==> src/rtl/mx_cell_pkg.sv <==
// mx_cell_pkg: shared sizes and the per-lane state record for the bit-serial
// MAC cell (mx_cell / mx_lane).
//   LANES    - number of time-interleaved MAC lanes
//   DATA_W   - serial data operand width (bits consumed per operation)
//   WEIGHT_W - weight magnitude width (also width of the partial register)
//   ACC_W    - accumulator / result stream length in bits
package mx_cell_pkg;
    localparam int LANES    = 4;
    localparam int DATA_W   = 8;
    localparam int WEIGHT_W = 8;
    localparam int ACC_W    = 32;

    // Data-bit counter saturates at DATA_W; after that the multiplier only
    // shifts out the remaining partial-product bits.
    localparam int              CNT_W   = $clog2(DATA_W + 1);
    localparam logic [CNT_W-1:0] CNT_MAX = CNT_W'(DATA_W);

    typedef struct packed {
        logic [WEIGHT_W-1:0] p;      // serial-parallel multiplier partial
        logic                carry;  // serial adder carry
        logic [CNT_W-1:0]    cnt;    // data bits consumed, saturating
    } lane_state_t;
endpackage

==> src/rtl/mx_cell_if.sv <==
// mx_cell_if: dataflow, weight-load and per-lane serial MAC signals of one
// systolic cell.
//   master - environment / upstream side (drives the *_i inputs, reads outputs)
//   slave  - the cell itself
interface mx_cell_if;
    import mx_cell_pkg::*;

    logic [1:0]       dataflow_in;
    logic             dataflow_select;
    logic             update_w_i;
    logic             control1;
    logic [LANES-1:0] clr_and_plus_one_i;
    logic [LANES-1:0] mac_en_i;
    logic [LANES-1:0] accumulation_in;
    logic [LANES-1:0] result;
    logic [1:0]       dataflow_out;
    logic [LANES-1:0] clr_and_plus_one_o;
    logic [LANES-1:0] mac_en_o;

    modport master (
        output dataflow_in, dataflow_select, update_w_i, control1,
               clr_and_plus_one_i, mac_en_i, accumulation_in,
        input  result, dataflow_out, clr_and_plus_one_o, mac_en_o
    );

    modport slave (
        input  dataflow_in, dataflow_select, update_w_i, control1,
               clr_and_plus_one_i, mac_en_i, accumulation_in,
        output result, dataflow_out, clr_and_plus_one_o, mac_en_o
    );
endinterface

==> src/rtl/mx_lane.sv <==
// mx_lane: one bit-serial MAC lane, result = data * (+/-w) + acc, LSB first.
// Ports:
//   clk, reset - clock, synchronous active-low reset
//   w, sign    - shared weight magnitude and sign (1 = positive/zero)
//   din        - shared serial data bit
//   update_w   - weight load in progress; forces the data bit to zero
//   clr        - start-of-operation strobe (bit 0)
//   en         - bit valid; lane state is frozen while low
//   acc_in     - serial accumulator bit
//   result     - registered serial result bit
module mx_lane
    import mx_cell_pkg::*;
(
    input  logic                clk,
    input  logic                reset,
    input  logic [WEIGHT_W-1:0] w,
    input  logic                sign,
    input  logic                din,
    input  logic                update_w,
    input  logic                clr,
    input  logic                en,
    input  logic                acc_in,
    output logic                result
);
    lane_state_t         st_q, st_d, base;
    logic                res_q, res_d;
    logic                d, pb, q;
    logic [WEIGHT_W:0]   s;

    always_comb begin
        base = st_q;
        // A new operation starts from an empty partial product. For a
        // negative weight the product bits are inverted and the +1 of the
        // two's-complement negation enters through the initial carry.
        if (clr) begin
            base.p     = '0;
            base.carry = ~sign;
            base.cnt   = '0;
        end
        d  = din & ~update_w & (base.cnt < CNT_MAX);
        s  = {1'b0, base.p} + (d ? {1'b0, w} : '0);
        pb = s[0];
        q  = sign ? pb : ~pb;

        st_d  = st_q;
        res_d = res_q;
        if (en) begin
            {st_d.carry, res_d} = 2'(acc_in) + 2'(q) + 2'(base.carry);
            st_d.p   = s[WEIGHT_W:1];
            st_d.cnt = (base.cnt == CNT_MAX) ? CNT_MAX : base.cnt + 1'b1;
        end
    end

    always_ff @(posedge clk) begin
        if (!reset) begin
            st_q  <= '0;
            res_q <= 1'b0;
        end else begin
            st_q  <= st_d;
            res_q <= res_d;
        end
    end

    assign result = res_q;
endmodule

==> src/rtl/mx_cell.sv <==
// mx_cell: systolic bit-serial MAC cell with LANES time-interleaved lanes
// sharing one sign-magnitude weight.
// Ports:
//   clk   - clock, rising edge
//   reset - synchronous active-low reset
//   bus   - mx_cell_if.slave: dataflow in/out, weight load (update_w_i,
//           control1), per-lane strobe/valid/acc inputs, per-lane result and
//           forwarded strobe/valid.
// Build option: MX_CELL_BYPASS_EN - when defined, dataflow_select=1 routes
// dataflow_in straight to dataflow_out; otherwise dataflow_out is always the
// registered copy and dataflow_select is ignored.
module mx_cell
    import mx_cell_pkg::*;
(
    input  logic        clk,
    input  logic        reset,
    mx_cell_if.slave    bus
);
    logic [WEIGHT_W-1:0] w_q, w_d;
    logic                sign_q, sign_d;
    logic [1:0]          df_q, df_d;
    logic [LANES-1:0]    clr_q, clr_d, en_q, en_d;
    logic [LANES-1:0]    res;

    always_comb begin
        w_d    = w_q;
        sign_d = sign_q;
        // Weight arrives two bits per cycle, lowest pair first.
        if (bus.update_w_i) begin
            w_d    = {bus.dataflow_in, w_q[WEIGHT_W-1:2]};
            sign_d = bus.control1;
        end
        df_d  = bus.dataflow_in;
        clr_d = bus.clr_and_plus_one_i;
        en_d  = bus.mac_en_i;
    end

    always_ff @(posedge clk) begin
        if (!reset) begin
            w_q    <= '0;
            sign_q <= 1'b1;
            df_q   <= '0;
            clr_q  <= '0;
            en_q   <= '0;
        end else begin
            w_q    <= w_d;
            sign_q <= sign_d;
            df_q   <= df_d;
            clr_q  <= clr_d;
            en_q   <= en_d;
        end
    end

    for (genvar k = 0; k < LANES; k++) begin : g_lane
        mx_lane u_lane (
            .clk      (clk),
            .reset    (reset),
            .w        (w_q),
            .sign     (sign_q),
            .din      (bus.dataflow_in[0]),
            .update_w (bus.update_w_i),
            .clr      (bus.clr_and_plus_one_i[k]),
            .en       (bus.mac_en_i[k]),
            .acc_in   (bus.accumulation_in[k]),
            .result   (res[k])
        );
    end

    assign bus.result             = res;
    assign bus.clr_and_plus_one_o = clr_q;
    assign bus.mac_en_o           = en_q;

`ifdef MX_CELL_BYPASS_EN
    assign bus.dataflow_out = bus.dataflow_select ? bus.dataflow_in : df_q;
`else
    logic unused_sel;
    assign unused_sel       = bus.dataflow_select;
    assign bus.dataflow_out = df_q;
`endif
endmodule

==> src/flat_wrapper.sv <==
// flat-port wrapper written by rule: the top's interface ports become plain ports
module mx_cell_flat import mx_cell_pkg::*;
  (clk, reset, bus_dataflow_in, bus_dataflow_select, bus_update_w_i, bus_control1, bus_clr_and_plus_one_i, bus_mac_en_i, bus_accumulation_in, bus_result, bus_dataflow_out, bus_clr_and_plus_one_o, bus_mac_en_o);
  mx_cell_if bus_i ();
  input  logic clk;
  input  logic reset;
  input wire logic [$bits(bus_i.dataflow_in)-1:0] bus_dataflow_in;
  input wire logic [$bits(bus_i.dataflow_select)-1:0] bus_dataflow_select;
  input wire logic [$bits(bus_i.update_w_i)-1:0] bus_update_w_i;
  input wire logic [$bits(bus_i.control1)-1:0] bus_control1;
  input wire logic [$bits(bus_i.clr_and_plus_one_i)-1:0] bus_clr_and_plus_one_i;
  input wire logic [$bits(bus_i.mac_en_i)-1:0] bus_mac_en_i;
  input wire logic [$bits(bus_i.accumulation_in)-1:0] bus_accumulation_in;
  output wire logic [$bits(bus_i.result)-1:0] bus_result;
  output wire logic [$bits(bus_i.dataflow_out)-1:0] bus_dataflow_out;
  output wire logic [$bits(bus_i.clr_and_plus_one_o)-1:0] bus_clr_and_plus_one_o;
  output wire logic [$bits(bus_i.mac_en_o)-1:0] bus_mac_en_o;
  assign bus_i.dataflow_in = bus_dataflow_in;
  assign bus_i.dataflow_select = bus_dataflow_select;
  assign bus_i.update_w_i = bus_update_w_i;
  assign bus_i.control1 = bus_control1;
  assign bus_i.clr_and_plus_one_i = bus_clr_and_plus_one_i;
  assign bus_i.mac_en_i = bus_mac_en_i;
  assign bus_i.accumulation_in = bus_accumulation_in;
  assign bus_result = bus_i.result;
  assign bus_dataflow_out = bus_i.dataflow_out;
  assign bus_clr_and_plus_one_o = bus_i.clr_and_plus_one_o;
  assign bus_mac_en_o = bus_i.mac_en_o;
  mx_cell u_core (.clk(clk), .reset(reset), .bus(bus_i));
endmodule
==> config.mk <==
export PLATFORM = sky130hd
export DESIGN_NAME = mx_cell_flat
export DESIGN_NICKNAME = d
export VERILOG_FILES = /design/src/rtl/mx_cell_pkg.sv /design/src/rtl/mx_cell_if.sv /design/src/rtl/mx_lane.sv /design/src/rtl/mx_cell.sv /design/src/flat_wrapper.sv
export SDC_FILE = /design/constraint.sdc
export NUM_CORES = 1
export LEC_CHECK = 0
export BUFFER_PORTS_ARGS = -buffer_cell sky130_fd_sc_hd__buf_4
export CORE_MARGIN = 1.5
export CORE_UTILIZATION = 30
export CTS_CLUSTER_SIZE = 40
export DETAILED_ROUTE_END_ITERATION = 10
export GPL_TIMING_DRIVEN = 1
export PLACE_DENSITY = 0.53
export SLEW_MARGIN = 20
export SYNTH_ARGS = -nofsm -noshare
export SYNTH_HDL_FRONTEND = slang
export SYNTH_SLANG_ARGS = --single-unit
==> constraint.sdc <==
create_clock -name clk -period 3 [get_ports clk]
set_input_delay 0.3 -clock clk [delete_from_list [all_inputs] [get_ports clk]]
set_output_delay 0.3 -clock clk [all_outputs]
set_load 0.05 [all_outputs]
---- After elaboration in Yosys (flattened, before gate mapping) ----
Cells that the tools add are included.
storage, ports and cells
  flip-flop bits (word level) ............. 75
  input bits .............................. 19
  output and inout bits ................... 14
  word-level logic and storage cells ...... 72
cells by class
  add/subtract/negate cells ............... 16
  order comparisons ....................... 4
  equal/unequal tests ..................... 4
  muxes and demuxes ....................... 16
  bitwise logic cells ..................... 11
operators with widths
  kind                 number
  $mux 13              4
  $add 8x8->9          4
  $mux 8               4
  $add 4x1->4 const B  4
  $eq 4x4->1 const B   4
  $lt 4x4->1 const B   4
  $mux 4               4
  $add 1x1->2          4
  $add 2x1->2          4
  $not 1->1            6
  $and 1x1->1          5
  $mux 1               4

---- Depth between registers and ports, before layout ----
  word-level depth ........................ 10
  depth in mapped cells ................... 12
  mapped depth without buffers ............ 11

---- Hierarchy ----
A second synthesis with hierarchy kept.
unflattened totals
  cells, all modules ...................... 541
  area, all modules ....................... 4918.5 um2
modules (own cells, without submodules)
  module   instances  cells an instance  area an instance (um2)  sequential area each (um2)
  mx_lane  4          123                1077.3                  280.3
  mx_cell  1          49                 609.3                   380.4

---- Worst setup path after synthesis ----
No wires, ideal clock.
  path type ............................... input to register
  start ................................... in bus_update_w_i
  end ..................................... reg u_core.g_lane[1].u_lane.st_q[10] (netlist name)
  library setup time ...................... 122 ps
  arrival time ............................ 2509 ps
  required time ........................... 2878 ps
  setup slack ............................. 369 ps
  cell stages on the path ................. 12
  buffers on the path ..................... 1
  cell sequence ........................... buf_2 nand2b_1 a21oi_1 and2_1 ha_1 inv_1 fa_1 nor2b_1 o31a_1 o21ai_1 mux2i_1 a311o_1
between the ends
  word-level cells in the longest chain between the ends .. 5
ends and longest elaborated chain
  what                       RTL line           RTL
  start: declaration         flat_wrapper.sv:9  input wire logic [$bits(bus_i.update_w_i)-1:0] bus_update_w_i;
  $not 1->1                  mx_lane.sv:40      d = din & ~update_w & (base.cnt < CNT_MAX);
  $and 1x1->1 (2 in series)  mx_lane.sv:40
  $mux 8                     mx_lane.sv:41      s = {1'b0, base.p} + (d ? {1'b0, w} : '0);
  $add 8x8->9                mx_lane.sv:41
  end signal: assignment     mx_lane.sv:59      st_q <= st_d;
  end: declaration           mx_lane.sv:25      lane_state_t st_q, st_d, base;
Every way passes these cells.
A chain may end at the register's enable or synchronous reset.

---- Worst setup path after layout ----
Same ends and word-level chain as after synthesis.

==> results.sh <==
export IMPL_synth_main_ff_cell="dfxtp_1"
export IMPL_p_int_uw=1720
export IMPL_worstPathCellList="buf_4 > nand2b_1 > a21oi_1 > and2_1 > ha_1 > inv_1 > fa_1 > nor2b_1 > o31a_1 > o21ai_1 > mux2i_1 > a311o_1"
export IMPL_cts_sinks=75
export IMPL_regArea_um2=1500
export IMPL_hold_path_end="u_core.sign_q"
export IMPL_hold_path_startpoint="bus_control1"
export IMPL_drtIter0Drc=309
export IMPL_post_place_ws_ns=0.133
export IMPL_max_freq_ghz=0.396
export IMPL_tritoncts="yes"
export IMPL_synth_warnings=0
export IMPL_overflow=0
export IMPL_die_h_um=131
export IMPL_port_buffers=31
export IMPL_power_density_nw_per_um2=418
export IMPL_drv_cap=0
export IMPL_cp_top_family="compound AO/OA/AOI/OAI gates"
export IMPL_hold_viol=0
export IMPL_r2r_start="u_core.g_lane[2].u_lane.st_q[3]"
export IMPL_utilization_pct=35.4
export IMPL_place_hpwl_um=7960
export IMPL_holdPathStages=3
export IMPL_antenna_cells=0
export IMPL_tightest_slew_ns=0.558
export IMPL_multi_input_area_um2=3190
export IMPL_cts_buffer_depth=2
export IMPL_worstSetupStartpointType="input port"
export IMPL_min_path_type="in -> reg"
export IMPL_min_period_over_period_pct=84.2
export IMPL_pwr_share_clk_pct=43.5
export IMPL_drv_slew=0
export IMPL_netlist_area_um2=4940
export IMPL_crit_slowest_cell="fa_1"
export IMPL_slowest_delay_ns=0.39
export IMPL_wl_per_cell_um=14.1
export IMPL_cts_setup_buffers=0
export IMPL_vias_per_cell=5.05
export IMPL_holdWs_ns=0.170
export IMPL_setup_viol=0
export IMPL_power_share_switching_pct=27.5
export IMPL_outcome="complete, no violations"
export IMPL_cp_arrival_ns=2.76
export IMPL_critPathRequiredTime_ns=3.24
export IMPL_crit_start="bus_update_w_i"
export IMPL_finClkSkew_ns=0.00649
export IMPL_cts_buffers=9
export IMPL_p_switching_uw=652
export IMPL_fin_crit_ns=2.53
export IMPL_routabilityCongestion=0.789
export IMPL_cts_hold_buf=0
export IMPL_cts_htree_levels=3
export IMPL_syn_inst=573
export IMPL_syn_num_nets=640
export IMPL_crit_cells=12
export IMPL_ios=33
export IMPL_ys_seq_area_share_pct=30.4
export IMPL_grt_pass1_wl_um=19600
export IMPL_crit_path_end_kind="flip-flop"
export IMPL_synth_top_area_cell="dfxtp_1"
export IMPL_worstSetupPathType="in -> reg"
export IMPL_ys_types=52
export IMPL_ys_ff_latch=75
export IMPL_clkTransAtPathRegs_ns=0.06
export IMPL_slew_headroom_pct=62.7
export IMPL_synth_edf_count=0
export IMPL_antenna_found_initial=0
export IMPL_drive_gt1_share_pct=10.5
export IMPL_rsz0062_at_grt="false"
export IMPL_final_nets=661
export IMPL_ant_nets=0
export IMPL_cts_resized=0
export IMPL_start_util_pct=30.9
export IMPL_dieArea_um2=17300
export IMPL_core_um2=16000
export IMPL_grtUsageTotal_pct=13.9
export IMPL_die_w_um=131
export IMPL_clockRootBuffer="clkbuf_16"
export IMPL_vdd_drop_max_mv=0.358
export IMPL_crit_fanout=4
export IMPL_seqPwrFrac_pct=44.5
export IMPL_fin_ws_ns=0.474
export IMPL_total_power_uw=2370
export IMPL_power_leakage_uw=0.00257
export IMPL_r2r_slack_ns=0.58
export IMPL_synth_top_area_share_pct=30.4
export IMPL_timing_rr_end="u_core.g_lane[2].u_lane.st_q[10]"
export IMPL_path_buf_inv=2
export IMPL_num_fill_cells=1675
export IMPL_async_flop_share_pct=0
export IMPL_synth_area_leaders="dfxtp_1, ha_1, nor2b_1"
export IMPL_tns_ns=0
export IMPL_grt_pass1_vias=4120
export IMPL_fp_row_count=46
export IMPL_p_comb_share_pct=12.1
export IMPL_syn_avg_cell_area_um2=8.63
export IMPL_clk_latency_ns=0.34
export IMPL_reg2reg_depth=10
export IMPL_drt_pre_antenna_iters=4
export IMPL_wl_um=11500
export IMPL_drc=0
export IMPL_vias=4114
export IMPL_syn_to_final_growth_pct=14.6
export IMPL_grt_max_degree=57
[routing by layer]
| layer | track usage, % | share of wire (%) |
|---|---|---|
| met5 | 0 | 0 |
| met3 | 4.55 | 4.3 |
| met4 | 4.81 | 1.7 |
| met2 | 23.5 | 47 |
| met1 | 16.6 | 47 |
[tightest hold or removal path, cell delays in order]
cell	delay [ns]
buf_4	0.08
mux2i_1	0.05
nand2_1	0.06
[final cells by class]
class | count | share of cell area (%)
clock buffer | 10 | 4.22
clock inverter | 6 | 0.729
inverter | 32 | 2.12
multi-input combinational | 435 | 56.2
sequential | 75 | 26.5
tap | 216 | 4.77
timing repair buffer | 41 | 5.43
[state kept, by name (all words and copies together) (netlist names)]
name and cells:
u_core.bus.clr_and_plus_one_o 4, u_core.bus.mac_en_o 4, u_core.bus.dataflow_out 2, u_core.w_q 8, u_core.sign_q 1, u_core.g_lane.u_lane.st_q 52
u_core.g_lane.u_lane.result 4
[Yosys cell counts, types with 3 or more instances]
library cell and number:
dfxtp_1 75, nor2b_1 73, nand2_1 44, ha_1 40, and2_1 38, o21ai_0 34, inv_1 31, mux2i_1 29
clkbuf_1 22, nor2_1 21, a21oi_1 19, a211oi_1 12, nor3_1 9, a31oi_1 8, fa_1 8, o21a_1 7
a311o_1 6, a41o_1 6, nand4b_1 6, o211ai_1 6, xnor2_1 6, nand3b_1 5, o31a_1 5, a21o_1 4
a22oi_1 4, and3_1 4, and4b_1 4, buf_2 4, buf_4 4, o211a_1 4, a32oi_1 3, a41oi_1 3
mux2_2 3, nand4_1 3
[stage by stage]
stage	cells	cell area (um^2)
5_1_grt	815	5670
6_report	815	5670
2_1_floorplan	573	4940
4_1_cts	815	5670
3_3_place_gp	799	5390
3_5_place_dp	799	5390
[kinds of logic after synthesis]
group,after synthesis,share of synthesized area (%)
xor+xnor,6,1.06
mux,32,6.56
buf+inv,63,5.19
flops,75,30.4
compound gates,130,18.2
fa+ha+maj,48,13.4
simple gates,219,25.3
[worst max path at each step]
| stage | to | slack (ns) |
|---|---|---|
| 4_1_cts | u_core.g_lane[1].u_lane.st_q[10] | 0.50 |
| 5_1_grt | u_core.g_lane[2].u_lane.st_q[10] | 0.31 |
| 6_report | u_core.g_lane[1].u_lane.st_q[10] | 0.47 |
| 2_1_floorplan | u_core.g_lane[1].u_lane.st_q[10] | 0.37 |
| 3_3_place_gp | u_core.g_lane[1].u_lane.st_q[10] | 0.16 |
| 3_5_place_dp | u_core.g_lane[1].u_lane.st_q[10] | 0.13 |
[placed cells by master, fill, tap and decap left out, types with 19 or more instances in the layout]
cell,instances
nor2b_1,73
buf_4,41
ha_1,40
nand2_1,44
nor2_1,21
o21ai_0,34
dfxtp_1,75
a21oi_1,19
and2_1,38
mux2i_1,29
inv_1,31
[power by group through the flow]
stage	registers (uW)	clock network, uW	logic, uW
6_report	1050	1030	286
5_1_grt	1060	1110	315
4_1_cts	1050	1070	289
3_5_place_dp	1080	0	288
3_3_place_gp	1080	0	281
2_1_floorplan	1090	0	187
No activity file was read; power rests on OpenSTA's default activity.
